[config.mk]
export PLATFORM = sky130hd
export DESIGN_NAME = stream_qos_shaper
export DESIGN_NICKNAME = d
export VERILOG_FILES = /design/src/rtl/stream_qos_pkg.sv /design/src/rtl/stream_qos_bucket.sv /design/src/rtl/stream_qos_shaper.sv
export SDC_FILE = /design/constraint.sdc
export NUM_CORES = 1
export LEC_CHECK = 0
export ABC_AREA = 0
export BUFFER_PORTS_ARGS = -buffer_cell sky130_fd_sc_hd__buf_2
export CORE_MARGIN = 1.5
export CORE_UTILIZATION = 35
export CTS_BUF_LIST = sky130_fd_sc_hd__clkbuf_16
export DETAILED_ROUTE_END_ITERATION = 8
export GPL_ROUTABILITY_DRIVEN = 1
export HOLD_SLACK_MARGIN = 0.12
export PLACE_DENSITY = 0.63
export SYNTH_ARGS = -nofsm -noshare
export SYNTH_HDL_FRONTEND = slang
export SYNTH_SLANG_ARGS = --single-unit
[constraint.sdc]
create_clock -name clk -period 3.55 [get_ports clk]
set_clock_uncertainty 0.15 [all_clocks]
set_input_delay 0.1775 -clock clk [delete_from_list [all_inputs] [get_ports clk]]
set_output_delay 0.1775 -clock clk [all_outputs]
set_load 0.1 [all_outputs]
[src/rtl/stream_qos_pkg.sv]
// rtl/stream_qos_pkg.sv - shared state type and saturating credit arithmetic for stream_qos_shaper
package stream_qos_pkg;

    typedef enum logic {
        IDLE = 1'b0,
        PKT  = 1'b1
    } shaper_state_e;

    localparam int DEF_CREDIT_WIDTH = 8;
    localparam int DEF_BUCKET_DEPTH = 16;

    // Most negative value a signed credit register of this width can hold.
    function automatic int credit_lower(input int credit_width);
        return -(1 << (credit_width - 1));
    endfunction

    function automatic int sat_credit_add(input int credit, input int delta,
                                          input int upper, input int lower);
        int sum;
        sum = credit + delta;
        if (sum > upper) return upper;
        if (sum < lower) return lower;
        return sum;
    endfunction

endpackage

[src/rtl/stream_qos_bucket.sv]
// rtl/stream_qos_bucket.sv - one stream's credit bucket, packet FSM and gating
// STREAM_QOS_DEMOTE_EN: never block; packets starting without credit get qos forced to 0.
module stream_qos_bucket
    import stream_qos_pkg::*;
#(
    parameter int T_DATA_WIDTH = 8,
    parameter int T_QOS_WIDTH  = 4,
    parameter int CREDIT_WIDTH = DEF_CREDIT_WIDTH,
    parameter int BUCKET_DEPTH = DEF_BUCKET_DEPTH
) (
    input  logic                    clk,
    input  logic                    rst,
    input  logic                    i_tick,
    input  logic [CREDIT_WIDTH-2:0] i_refill,
    input  logic [T_DATA_WIDTH-1:0] i_s_data,
    input  logic [T_QOS_WIDTH-1:0]  i_s_qos,
    input  logic                    i_s_last,
    input  logic                    i_s_valid,
    output logic                    o_s_ready,
    output logic [T_DATA_WIDTH-1:0] o_m_data,
    output logic [T_QOS_WIDTH-1:0]  o_m_qos,
    output logic                    o_m_last,
    output logic                    o_m_valid,
    input  logic                    i_m_ready,
    output logic                    o_credit_empty
);

    localparam int CREDIT_MAX = BUCKET_DEPTH;
    localparam int CREDIT_MIN = credit_lower(CREDIT_WIDTH);

    shaper_state_e                  r_state;
    logic signed [CREDIT_WIDTH-1:0] r_credit;
    logic                           w_open;
    logic                           w_beat;
    logic                           w_credit_pos;
    int                             w_delta;

    assign w_credit_pos   = (r_credit > 0);
    assign o_credit_empty = !w_credit_pos;

    assign o_m_valid = i_s_valid & w_open;
    assign o_s_ready = i_m_ready & w_open;
    assign o_m_data  = i_s_data;
    assign o_m_last  = i_s_last;
    assign w_beat    = o_m_valid & i_m_ready;

    // Refill and beat are folded into one delta so saturation is applied once.
    assign w_delta = (i_tick ? int'({1'b0, i_refill}) : 0) - (w_beat ? 1 : 0);

`ifdef STREAM_QOS_DEMOTE_EN
    logic r_demoted;
    logic w_demote;

    assign w_open   = 1'b1;
    assign w_demote = (r_state == IDLE) ? !w_credit_pos : r_demoted;
    assign o_m_qos  = w_demote ? '0 : i_s_qos;

    always_ff @(posedge clk) begin
        if (rst) begin
            r_demoted <= 1'b0;
        end else if (w_beat) begin
            r_demoted <= !i_s_last && w_demote;
        end
    end
`else
    assign w_open  = (r_state == PKT) || w_credit_pos;
    assign o_m_qos = i_s_qos;
`endif

    always_ff @(posedge clk) begin
        if (rst) begin
            r_state  <= IDLE;
            r_credit <= CREDIT_WIDTH'(CREDIT_MAX);
        end else begin
            r_credit <= CREDIT_WIDTH'(sat_credit_add(int'(r_credit), w_delta,
                                                     CREDIT_MAX, CREDIT_MIN));
            if (w_beat) begin
                r_state <= i_s_last ? IDLE : PKT;
            end
        end
    end

endmodule

[src/rtl/stream_qos_shaper.sv]
// rtl/stream_qos_shaper.sv - per-stream token-bucket shaper: shared refill timer and bucket fan-out
// STREAM_QOS_DEMOTE_EN (in stream_qos_bucket) selects demotion instead of blocking.
module stream_qos_shaper
    import stream_qos_pkg::*;
#(
    parameter int T_DATA_WIDTH  = 8,
    parameter int T_QOS__WIDTH  = 4,
    parameter int STREAM_COUNT  = 2,
    parameter int CREDIT_WIDTH  = DEF_CREDIT_WIDTH,
    parameter int BUCKET_DEPTH  = DEF_BUCKET_DEPTH,
    parameter int REFILL_PERIOD = 8
) (
    input  logic                                     clk,
    input  logic                                     rst,
    input  logic [STREAM_COUNT-1:0][CREDIT_WIDTH-2:0] cfg_refill_in,
    input  logic [STREAM_COUNT-1:0][T_DATA_WIDTH-1:0] s_data_in,
    input  logic [STREAM_COUNT-1:0][T_QOS__WIDTH-1:0] s_qos_in,
    input  logic [STREAM_COUNT-1:0]                   s_last_in,
    input  logic [STREAM_COUNT-1:0]                   s_valid_in,
    output logic [STREAM_COUNT-1:0]                   s_ready_out,
    output logic [STREAM_COUNT-1:0][T_DATA_WIDTH-1:0] m_data_out,
    output logic [STREAM_COUNT-1:0][T_QOS__WIDTH-1:0] m_qos_out,
    output logic [STREAM_COUNT-1:0]                   m_last_out,
    output logic [STREAM_COUNT-1:0]                   m_valid_out,
    input  logic [STREAM_COUNT-1:0]                   m_ready_in,
    output logic [STREAM_COUNT-1:0]                   credit_empty_out
);

    localparam int TICK_W = (REFILL_PERIOD > 1) ? $clog2(REFILL_PERIOD) : 1;

    logic [TICK_W-1:0] r_tick_cnt;
    logic              w_tick;

    assign w_tick = (r_tick_cnt == TICK_W'(REFILL_PERIOD - 1));

    always_ff @(posedge clk) begin
        if (rst || w_tick) begin
            r_tick_cnt <= '0;
        end else begin
            r_tick_cnt <= r_tick_cnt + 1'b1;
        end
    end

    for (genvar g = 0; g < STREAM_COUNT; g++) begin : g_bucket
        stream_qos_bucket #(
            .T_DATA_WIDTH (T_DATA_WIDTH),
            .T_QOS_WIDTH  (T_QOS__WIDTH),
            .CREDIT_WIDTH (CREDIT_WIDTH),
            .BUCKET_DEPTH (BUCKET_DEPTH)
        ) u_bucket (
            .clk            (clk),
            .rst            (rst),
            .i_tick         (w_tick),
            .i_refill       (cfg_refill_in[g]),
            .i_s_data       (s_data_in[g]),
            .i_s_qos        (s_qos_in[g]),
            .i_s_last       (s_last_in[g]),
            .i_s_valid      (s_valid_in[g]),
            .o_s_ready      (s_ready_out[g]),
            .o_m_data       (m_data_out[g]),
            .o_m_qos        (m_qos_out[g]),
            .o_m_last       (m_last_out[g]),
            .o_m_valid      (m_valid_out[g]),
            .i_m_ready      (m_ready_in[g]),
            .o_credit_empty (credit_empty_out[g])
        );
    end

endmodule

==> Word level (Yosys, flattened, before mapping) <==
Cells that the tools add are included.
{ "totals": {"out_inout_bits": 32, "elab_cells": 52, "ff_bits": 21, "input_bits": 46} }
{ "op_classes": {"order_cmp": 6, "eq_ne": 1, "bitwise_logic": 6, "reduce_logical": 5, "addsub": 5, "muxes": 24} }
{ "ops": {"columns": ["cell", "count"], "rows": [
  ["8-bit by 32-bit adder with 32-bit output", 2],
  ["32-bit by 6-bit > comparator with 1-bit output (second input constant)", 2],
  ["32-bit by 8-bit less-than comparator with 1-bit output (second input constant)", 2],
  ["32-bit subtractor", 2],
  ["8-bit 2-to-1 mux", 6],
  ["8-bit by 1-bit > comparator with 1-bit output (second input constant)", 2],
  ["1-bit 2-to-1 mux", 14],
  ["7-bit 2-to-1 mux", 2],
  ["5-bit 2-to-1 mux", 2],
  ["1-bit bitwise AND", 6],
  ["3-bit by 1-bit adder with 3-bit output (second input constant)", 1],
  ["3-bit equality test (second input constant)", 1],
  ["1-bit logical OR", 3],
  ["1-bit zero test", 2]
]} }

==> Depth between registers and ports, before layout <==
Gate-level depths: netlist (run 1).
{ "depth": {"ltp_word": 14, "mapped_depth": 19, "ltp_nobuf": 18} }

==> Modules after synthesis <==
A second synthesis (run 1) with hierarchy kept.
{ "hier_totals": {"cells_unflattened": 275, "hier_area_um2": 2262.2} }
{ "by_module_without_submodules": {"columns": ["mod", "area_each_um2", "cells_per_inst", "seq_area_each_um2", "instances"], "rows": [
  ["stream_qos_bucket at g_bucket[1].u_bucket", 1119.8, 141, 180.2, 1],
  ["stream_qos_bucket at g_bucket[0].u_bucket", 1037.2, 126, 180.2, 1],
  ["stream_qos_shaper", 105.1, 8, 60.1, 1]
]} }

==> Least setup slack after synthesis (run 1) <==
No wires, ideal clock.
{ "synth_timing": {"kind": "register to register", "startpoint": "reg r_tick_cnt[0]", "endpoint": "reg g_bucket[0].u_bucket.r_credit[2]", "arrival_ns": 3.624, "slack_ns": -0.354, "setup_ns": 0.130, "period_less_slack_ns": 3.904, "stages_incl_launch_ff": 20, "path_buffers": 2, "required_ns": 3.270, "path_cell_list": "dfxtp_1 > ha_1 > ha_1 > clkbuf_1 > clkbuf_1 > nand2_1 > ha_1 > inv_1 > ha_1 > a21o_1 > a21oi_2 > nand2_1 > a21o_1 > a21oi_1 > fa_1 > nor3b_1 > nand3b_1 > mux2i_1 > o21ai_0 > o32ai_1"} }
{ "synth_via": {"elab_chain_len": 10, "word_cells_on_any_way": 14, "cone_classes": "add/sub: 2; order compare: 2; eq/ne: 1; mux: 9"} }
{ "synth_rtl": {"columns": ["element", "line", "text"], "rows": [
  ["start, declared", "stream_qos_shaper.sv:31", "logic [TICK_W-1:0] r_tick_cnt;"],
  ["start signal, assigned", "stream_qos_shaper.sv:40", "r_tick_cnt <= r_tick_cnt + 1'b1;"],
  ["3-bit equality test (*)", "stream_qos_shaper.sv:34", "assign w_tick = (r_tick_cnt == TICK_W'(REFILL_PERIOD - 1));"],
  ["7-bit 2-to-1 mux (*)", "stream_qos_bucket.sv:48", "assign w_delta = (i_tick ? int'({1'b0, i_refill}) : 0) - (w_beat ? 1 : 0);"],
  ["32-bit subtractor (*)", "stream_qos_bucket.sv:48", null],
  ["8-bit by 32-bit adder with 32-bit output (*)", "stream_qos_pkg.sv:20", "sum = credit + delta;"],
  ["32-bit by 8-bit less-than comparator with 1-bit output", "stream_qos_pkg.sv:22", "if (sum < lower) return lower;"],
  ["1-bit 2-to-1 mux (2 in series)", "stream_qos_pkg.sv:22", null],
  ["1-bit 2-to-1 mux", "stream_qos_bucket.sv:71", "if (rst) begin"],
  ["8-bit 2-to-1 mux", "stream_qos_pkg.sv:23", "return sum;"],
  ["8-bit 2-to-1 mux (*)", "stream_qos_pkg.sv:22", null],
  ["end signal, assigned", "stream_qos_bucket.sv:73", "r_credit <= CREDIT_WIDTH'(CREDIT_MAX);"],
  ["end signal, assigned", "stream_qos_bucket.sv:75", "r_credit <= CREDIT_WIDTH'(sat_credit_add(int'(r_credit), w_delta,"],
  ["end, declared", "stream_qos_bucket.sv:32", "logic signed [CREDIT_WIDTH-1:0] r_credit;"]
]} }
Every way passes the cells marked *; elsewhere a longest branch is shown, timed or not. The select of a mux whose other input is x is not followed.
A chain may end at the register's enable or synchronous reset.

==> Final worst setup path (run 1) <==
{ "layout_timing": {"startpoint": "reg g_bucket[0].u_bucket.r_credit[2]", "endpoint": "reg g_bucket[0].u_bucket.r_credit[2]"} }
{ "layout_via": {"elab_chain_len": 13, "word_cells_on_any_way": 17, "cone_classes": "add/sub: 2; order compare: 3; mux: 9; bitwise: 2; reduce/logical: 1"} }
{ "layout_rtl": {"columns": ["element", "line", "text"], "rows": [
  ["8-bit by 1-bit > comparator with 1-bit output (*)", "stream_qos_bucket.sv:38", "assign w_credit_pos = (r_credit > 0);"],
  ["1-bit logical OR (*)", "stream_qos_bucket.sv:66", "assign w_open = (r_state == PKT) || w_credit_pos;"],
  ["1-bit bitwise AND (*)", "stream_qos_bucket.sv:41", "assign o_m_valid = i_s_valid & w_open;"],
  ["1-bit bitwise AND (*)", "stream_qos_bucket.sv:45", "assign w_beat = o_m_valid & i_m_ready;"],
  ["via g_bucket[0].u_bucket.w_beat", "stream_qos_bucket.sv:34", "logic w_beat;"],
  ["1-bit 2-to-1 mux (*)", "stream_qos_bucket.sv:48", null],
  ["32-bit subtractor (*)", "stream_qos_bucket.sv:48", null],
  ["8-bit by 32-bit adder with 32-bit output (*)", "stream_qos_pkg.sv:20", null],
  ["32-bit by 8-bit less-than comparator with 1-bit output", "stream_qos_pkg.sv:22", null],
  ["1-bit 2-to-1 mux (2 in series)", "stream_qos_pkg.sv:22", null],
  ["1-bit 2-to-1 mux", "stream_qos_bucket.sv:71", null],
  ["8-bit 2-to-1 mux", "stream_qos_pkg.sv:23", null],
  ["8-bit 2-to-1 mux (*)", "stream_qos_pkg.sv:22", null]
]} }
The timed path passes the listed nets; every way through them passes the cells marked *. The select of a mux whose other input is x is not followed.

==> results of run 1 <==
-- worst paths after layout --
path	depth (start not counted)	end	from	slack, ps
setup / recovery	18	g_bucket[0].u_bucket.r_credit[2]	g_bucket[0].u_bucket.r_credit[2]	-240
setup reg to reg	18	g_bucket[0].u_bucket.r_credit[2]	g_bucket[0].u_bucket.r_credit[2]	-240
hold / removal	0	m_data_out[12]	s_data_in[12]	210
hold reg to reg	1	r_tick_cnt[0]	r_tick_cnt[0]	300
-- layout by cell type (no fill, tap or decap), drive strengths merged, types with 4 or more instances in the layout --
master       count
fa               4
a21o             9
nor2            18
buf            107
nor2b            7
nor3             7
xnor2            4
dfxtp           21
a21oi            9
nor3b            5
dlygate4sd3      5
nand2           17
a211oi           5
ha              32
o21ai           10
a221o            4
nand3            4
o32ai            4
inv             58
-- flip-flops by register name (all words and copies together) (netlist names) --
| register | count |
|---|---|
| g_bucket.u_bucket.r_state | 2 |
| g_bucket.u_bucket.r_credit | 16 |
| r_tick_cnt | 3 |
-- where the power goes --
| group | internal (W) | switching [W] | total [W] |
|---|---|---|---|
| combinational | 0.00103 | 0.00102 | 0.00205 |
| clock | 0.000150 | 0.0000823 | 0.000232 |
| sequential | 0.000273 | 0.0000323 | 0.000306 |
-- final cells by class --
type                       count  share of cell area (%)
clock buffer                   3                    2.19
clock inverter                 1                   0.110
inverter                      57                    6.25
multi-input combinational    188                    51.7
sequential                    21                    12.6
tap                           77                    2.81
timing repair buffer         112                    24.4
-- per-layer routing --
| metal | vias up | track usage [%] | routed length (µm) | share of wire [%] |
|---|---|---|---|---|
| met1 | 1051 | 22.8 | 2950 | 46 |
| met2 | 56 | 30.2 | 2970 | 46 |
| met5 | - | 0 | 0 | 0 |
| met3 | 25 | 2.33 | 276 | 4.3 |
| li1 | 1169 | - | - | - |
| met4 | 0 | 9.38 | 226 | 3.5 |
-- timing repair --
item / CTS / global route
hold buffers: 5 / 0
setup endpoints to repair: 14 / 18
buffers inserted: 36 / 4
gates resized for setup: 47 / 27
pin swaps: 30 / 17
hold endpoints to repair: 6 / 0
-- stage by stage --
step,worst slack [ps],setup TNS [ps]
finish,-241,-1550
global route,-495,-4230
CTS,-172,-1240
detailed placement,-403,-3290
global placement,-347,-2140
floorplan,5.25,0
-- cells by family (layout without fill, tap and decap cells) --
kind of cell / Yosys count / in the layout / share of synthesized area [%]
buffers and inverters: 94 / 173 / 20.1
AO/OA/AOI/OAI: 67 / 67 / 21.8
flip-flops: 21 / 21 / 17.7
AND/OR/NAND/NOR: 79 / 79 / 18.0
multiplexers: 1 / 1 / 0.422
adder cells (fa/ha/maj): 36 / 36 / 20.2
XOR/XNOR: 5 / 5 / 1.84
-- worst max-delay path, stage by stage, from the launching register on --
cell	delay (ps)
dfxtp_2	340
nor4_4	350
a41oi_2	170
nor2_1	160
and3b_2	260
ha_4	270
inv_2	40
ha_4	150
a21o_1	170
nand4_1	90
nand2_1	80
a21o_1	190
a21oi_2	150
fa_2	490
nor3b_4	180
nand3b_1	80
mux2i_1	90
o21ai_1	170
o32ai_2	80
==> metrics.md, run 1 <==
| Metric | Value |
|---|---|
| Outcome | `finished, violations left` |
| Failing checks | `DRC, setup timing` |
| Vias per cell | `5.01` |
| DR vias | `roughly 2300` |
| Placed cell count | `412` |
| Share of cells above drive strength 1 | `~45%` |
| Post-Route Utilization | `a little over half` |
| Cells after synthesis | `roughly 300` |
| Syn_area_per_cell | `about 7.8 µm²` |
| DIE AREA | `0.00729 mm²` |
| CTS tree | `done` |
| PwrDens | `roughly 760 mW/mm²` |
| CTS buffer count | `3` |
| Placer Congestion | `0.894` |
| Synth Cell Area | `0.00237 mm²` |
| Crit path kind | `flop to flop` |
| Placed Area | `roughly 0.0027 mm²` |
| VDD IR max | `0.224 mV` |
| Clock Tree Root | `clkbuf_16` |
| Clk buf depth | `2` |
| Initial DRT Pass Iterations | `6` |
| Vias in the first global route | `2359` |
| Yosys cell types | `52` |
| Grt total ovfl | `0` |
| Max transition margin | `65.6%` |
| RSZ-0062 raised after global routing | `yes` |
| Initial antenna violation count | `0` |
| Post-synth ARST share | `0%` |
| Multi-input logic area | `about 0.0018 mm²` |
| Routed wire length | `around 6400 µm` |
| Non-Filler Cell Area, Final | `around 0.0034 mm²` |
| I/O Buffers | `29` |
| Yosys reg bits | `21` |
| Post-route insts no fill | `459` |
| Number of max-cap violations | `0` |
| Die H | `around 85 µm` |
| Clock-pin slew on the worst setup and hold paths | `approximately 60 ps` |
| Core Rows | `29` |
| Endpoint class of the critical path | `flop` |
| Hold Crit Class | `input pin to output port` |
| WP data arrival | `~3800 ps` |
| IO Pins | `just under 80` |
| Post-synthesis sequential area ratio | `between 10% and 20%` |
| Initial detailed-routing violation count | `79` |
| Reg area | `roughly 430 µm²` |
| H-tree levels | `1` |
| Final hold viol count | `0` |
| DP HPWL | `~4400 µm` |
| Core ar. | `about 0.0065 mm²` |
| Fill count | `between 500 and 600` |
| Synth top area cells | `dfxtp_1 18%, ha_1 17%, buf_4 10%` |
| EDFF count, synth | `0` |
| Syn nets | `385` |
| Nets | `~470` |
| Clock Sinks | `21` |
| YS warnings | `0` |
| Design Power | `between 0.002 and 0.003 W` |
| Worst Tran Pin Value | `512 ps` |
| CP Launch Type | `flop` |
| Ys flop type | `dfxtp_1` |
| First-pass GRT wire length | `roughly 11000 µm` |
| Final WS setup | `-241 ps` |
| Slew Viols, Final | `0` |
| Largest net degree at the start of global routing | `12` |
| Tot GR Track Use | `18.1%` |
| Fmax | `0.264 GHz` |
| Top post-synthesis cells by count | `57 x inv_1, 33 x buf_4, 32 x ha_1, 21 x dfxtp_1, 18 x nor2_1` |
| Post-synth top area cell | `dfxtp_1` |
| Cell with the most instances after synthesis | `inv_1` |
| Die W | `~85 µm` |
| Final setup fails | `16` |
| Fin Hold WS | `205 ps` |
| # DRC | `7` |
| Top-area cell type share of the netlist area | `between 15 and 20%` |
| Leakage | `1.64 nW` |
| Crit share post-route | `107%` |
| Minimum clock period | `between 3000 and 4000 ps` |
| Final ANT Viol Nets | `0` |
| Clock Latency Late Sink | `around 250 ps` |
| Initial Utilization | `roughly 37%` |
| Antenna Cells | `0` |
| Area grow syn2layout | `44.2%` |
| Crit-path max FO | `4` |
| WP data required | `3530 ps` |
| Wirelength per Cell | `around 14 µm` |
(Power assumes the default switching activity.)
==> inputs of run 2 (changes only) <==
- ABC_AREA: 0 -> 1
==> run 2 against run 1 <==
Effect of this change:
- the run ends with DRC left
- sequential cell count did not move
- utilization fell by 9.9 points
- register-to-register slack improved by 450 ps
- highest routed layer unchanged
- critical path type unchanged
==> metrics.md, run 2 <==
| Metric | Value |
|---|---|
| Most frequent cells in the layout | `87 x inv_1, 82 x nand2_1, 29 x buf_2, 27 x ha_1, 26 x buf_4` |
| Hold Crit Class | `input pin to flop` |
| Fmax | `0.299 GHz` |
| Highest metal used | `met4` |
| Most flop-heavy register | `g_bucket.u_bucket.r_credit` |
| Design Power | `~0.0030 W` |
| Met2 WL | `approximately 2700 µm` |
| Largest net degree at the start of global routing | `12` |
| Crit path kind | `flop to flop` |
| Yosys cell types | `29` |
| Post-synthesis sequential area ratio | `between 10% and 20%` |
| Synth top area cells | `dfxtp_1 18%, ha_1 17%, inv_1 14%` |
| Syn nets | `roughly 450` |
| Nets | `478` |
| Final ANT Viol Nets | `0` |
| WP data required | `roughly 3600 ps` |
| Max reg flops | `16` |
| H-tree levels | `1` |
| Ys flop type | `dfxtp_1` |
| # DRC | `4` |
| Sw Pwr | `between 0.0015 and 0.002 W` |
| Endpoint class of the critical path | `flop` |
| Antenna Cells | `0` |
| Leakage | `1.55 nW` |
| Cell Int Power | `0.00139 W` |
| Top-area cell type share of the netlist area | `17.7%` |
| DIE AREA | `0.00730 mm²` |
| DP HPWL | `around 4300 µm` |
| VDD IR max | `0.470 mV` |
| CP Launch Type | `flop` |
| Placed cell count | `between 400 and 500` |
| M1 WL | `a little over 2000 µm` |
| Initial Utilization | `about 37%` |
| Tot GR Track Use | `between 10% and 20%` |
| Die H | `between 80 and 90 µm` |
| Placer Congestion | `~0.82` |
| Non-Filler Cell Area, Final | `about 0.0028 mm²` |
| Yosys reg bits | `21` |
| Vias in the first global route | `approximately 2100` |
| Clock Sinks | `21` |
| YS warnings | `0` |
| IO Pins | `78` |
| Clock network fraction of design power | `around 7.7%` |
| Crit share post-route | `a little over nine tenths` |
| CTS buffer count | `3` |
| DR vias | `roughly 2100` |
| Grt total ovfl | `0` |
| Share of cells above drive strength 1 | `26.8%` |
| Failing checks | `DRC` |
| Placed Area | `around 0.0026 mm²` |
| Routed wire length | `4960 µm` |
| Area grow syn2layout | `17.1%` |
| Initial antenna violation count | `0` |
| Initial DRT Pass Iterations | `8` |
| Post-synth top area cell | `dfxtp_1` |
| Worst Tran Pin Value | `between 400 and 500 ps` |
| Die W | `between 80 and 90 µm` |
| Number of max-cap violations | `0` |
| Cell with the most instances after synthesis | `inv_1` |
| EDFF count, synth | `0` |
| Largest regs | `g_bucket.u_bucket.r_credit x16, r_tick_cnt x3, g_bucket.u_bucket.r_state x2` |
| CTS tree | `done` |
| Synth Cell Area | `0.00238 mm²` |
| Core ar. | `about 0.0065 mm²` |
| Part of the power in registers | `a little over a tenth` |
| I/O Buffers | `29` |
| Clock Latency Late Sink | `around 250 ps` |
| Clock Tree Root | `clkbuf_16` |
| Vias per cell | `around 4.5` |
| Initial detailed-routing violation count | `53` |
| Syn_area_per_cell | `6.51 µm²` |
| WP data arrival | `between 3000 and 4000 ps` |
| Clock-pin slew on the worst setup and hold paths | `roughly 50 ps` |
| Core Rows | `29` |
| Final hold viol count | `0` |
| Cells after synthesis | `365` |
| Met3 WL | `around 180 µm` |
| Fill count | `between 700 and 800` |
| Final setup fails | `0` |
| Max transition margin | `about two thirds` |
| Post-synth ARST share | `0%` |
| Post-Route Utilization | `approximately 43%` |
| Crit-path max FO | `6` |
| Outcome | `finished, violations left` |
| First-pass GRT wire length | `~8400 µm` |
| Wirelength per Cell | `10.5 µm` |
| Minimum clock period | `approximately 3300 ps` |
| Comb pwr share | `about four fifths` |
| Clk buf depth | `2` |
| Most common cell after layout, fill and taps aside | `inv_1` |
| Switching Share | `53.2%` |
| Post-route insts no fill | `roughly 470` |
| Fin Hold WS | `between 150 and 200 ps` |
| PwrDens | `~1100 mW/mm²` |
| Slew Viols, Final | `0` |
| Top post-synthesis cells by count | `87 x inv_1, 84 x nand2_1, 32 x buf_4, 32 x ha_1, 26 x nor2_1` |
==> run 2: cell types whose count changed after synthesis, sizes merged, moves of 5 or more <==
cell and change:
a211oi -5, a21o -9, a21oi +6, inv +31, nand2 +77, nand3 +17, nor2 +16, nor2b -7
nor3 -7, nor3b -5
==> run 2: area by class of cell <==
cell class	count	area [µm²]	share of cell area [%]
Timing Repair Buffer	59	390	14.0
Sequential cell	21	422	15.1
Clock inverter	1	3.75	0.135
Clock buffer	3	75.1	2.70
Tap cell	77	96.3	3.46
Inverter	90	338	12.1
Multi-Input combinational cell	221	1460	52.4
==> run 2: cells by family (layout without fill, tap and decap cells) <==
kind of cell / count (synthesis) / count (layout) / synth area share, %
and+or+nand+nor: 160 / 160 / 31.5
AOI/OAI and AO/OA: 25 / 25 / 6.11
adders and majority gates: 36 / 36 / 20.2
DFF: 21 / 21 / 17.7
buffers and inverters: 123 / 153 / 24.5
==> run 2: worst max-delay path, cell delays in order, from the launching register on <==
cell and delay [ps]:
dfxtp_1 320, ha_2 190, ha_4 160, buf_4 130, nand2_1 50, ha_1 270
inv_1 40, ha_1 300, buf_4 120, nand2_1 60, nor2_1 90, a31oi_1 120
fa_1 520, inv_1 60, a21oi_1 120, nand2_1 80, o21bai_2 230, nand3_4 140
nor2_1 120
==> run 2: stage by stage <==
step                      setup slack [ps]  setup TNS (ps)
after global routing                 -25.2           -59.0
after global placement               -7.46           -20.4
final                                  205               0
after CTS                             30.0               0
after detailed placement             -62.1            -351
after floorplan                        108               0
==> run 2: power groups by stage <==
stage	combinational (W)	sequential, W	clock [W]
3_3_place_gp	0.00224	0.000322	0
3_5_place_dp	0.00228	0.000323	0
2_1_floorplan	0.00189	0.000319	0
6_report	0.00241	0.000318	0.000227
4_1_cts	0.00230	0.000318	0.000232
5_1_grt	0.00273	0.000324	0.000247
==> run 2: timing repair <==
action,in CTS,in global routing
endpoints found under the setup margin,6,16
pin swaps,0,7
setup buffers,0,1
hold buffers,3,0
endpoints found under the hold margin,5,0
resized for setup,1,20
==> run 2: final timing paths <==
| path | start | end | slack (ps) | cells past startpoint |
|---|---|---|---|---|
| setup / recovery | r_tick_cnt[1] | g_bucket[0].u_bucket.r_credit[5] | 210 | 18 |
| hold reg to reg | r_tick_cnt[0] | r_tick_cnt[0] | 260 | 1 |
| setup reg to reg | r_tick_cnt[1] | g_bucket[0].u_bucket.r_credit[5] | 210 | 18 |
| hold / removal | s_valid_in[1] | g_bucket[1].u_bucket.r_state | 180 | 4 |
==> run 2: per-layer routing <==
layer,vias up,global-route usage [%]
li1,1125,-
met1,958,16.1
met2,32,27.0
met3,4,2.63
met4,0,2.93
met5,-,0
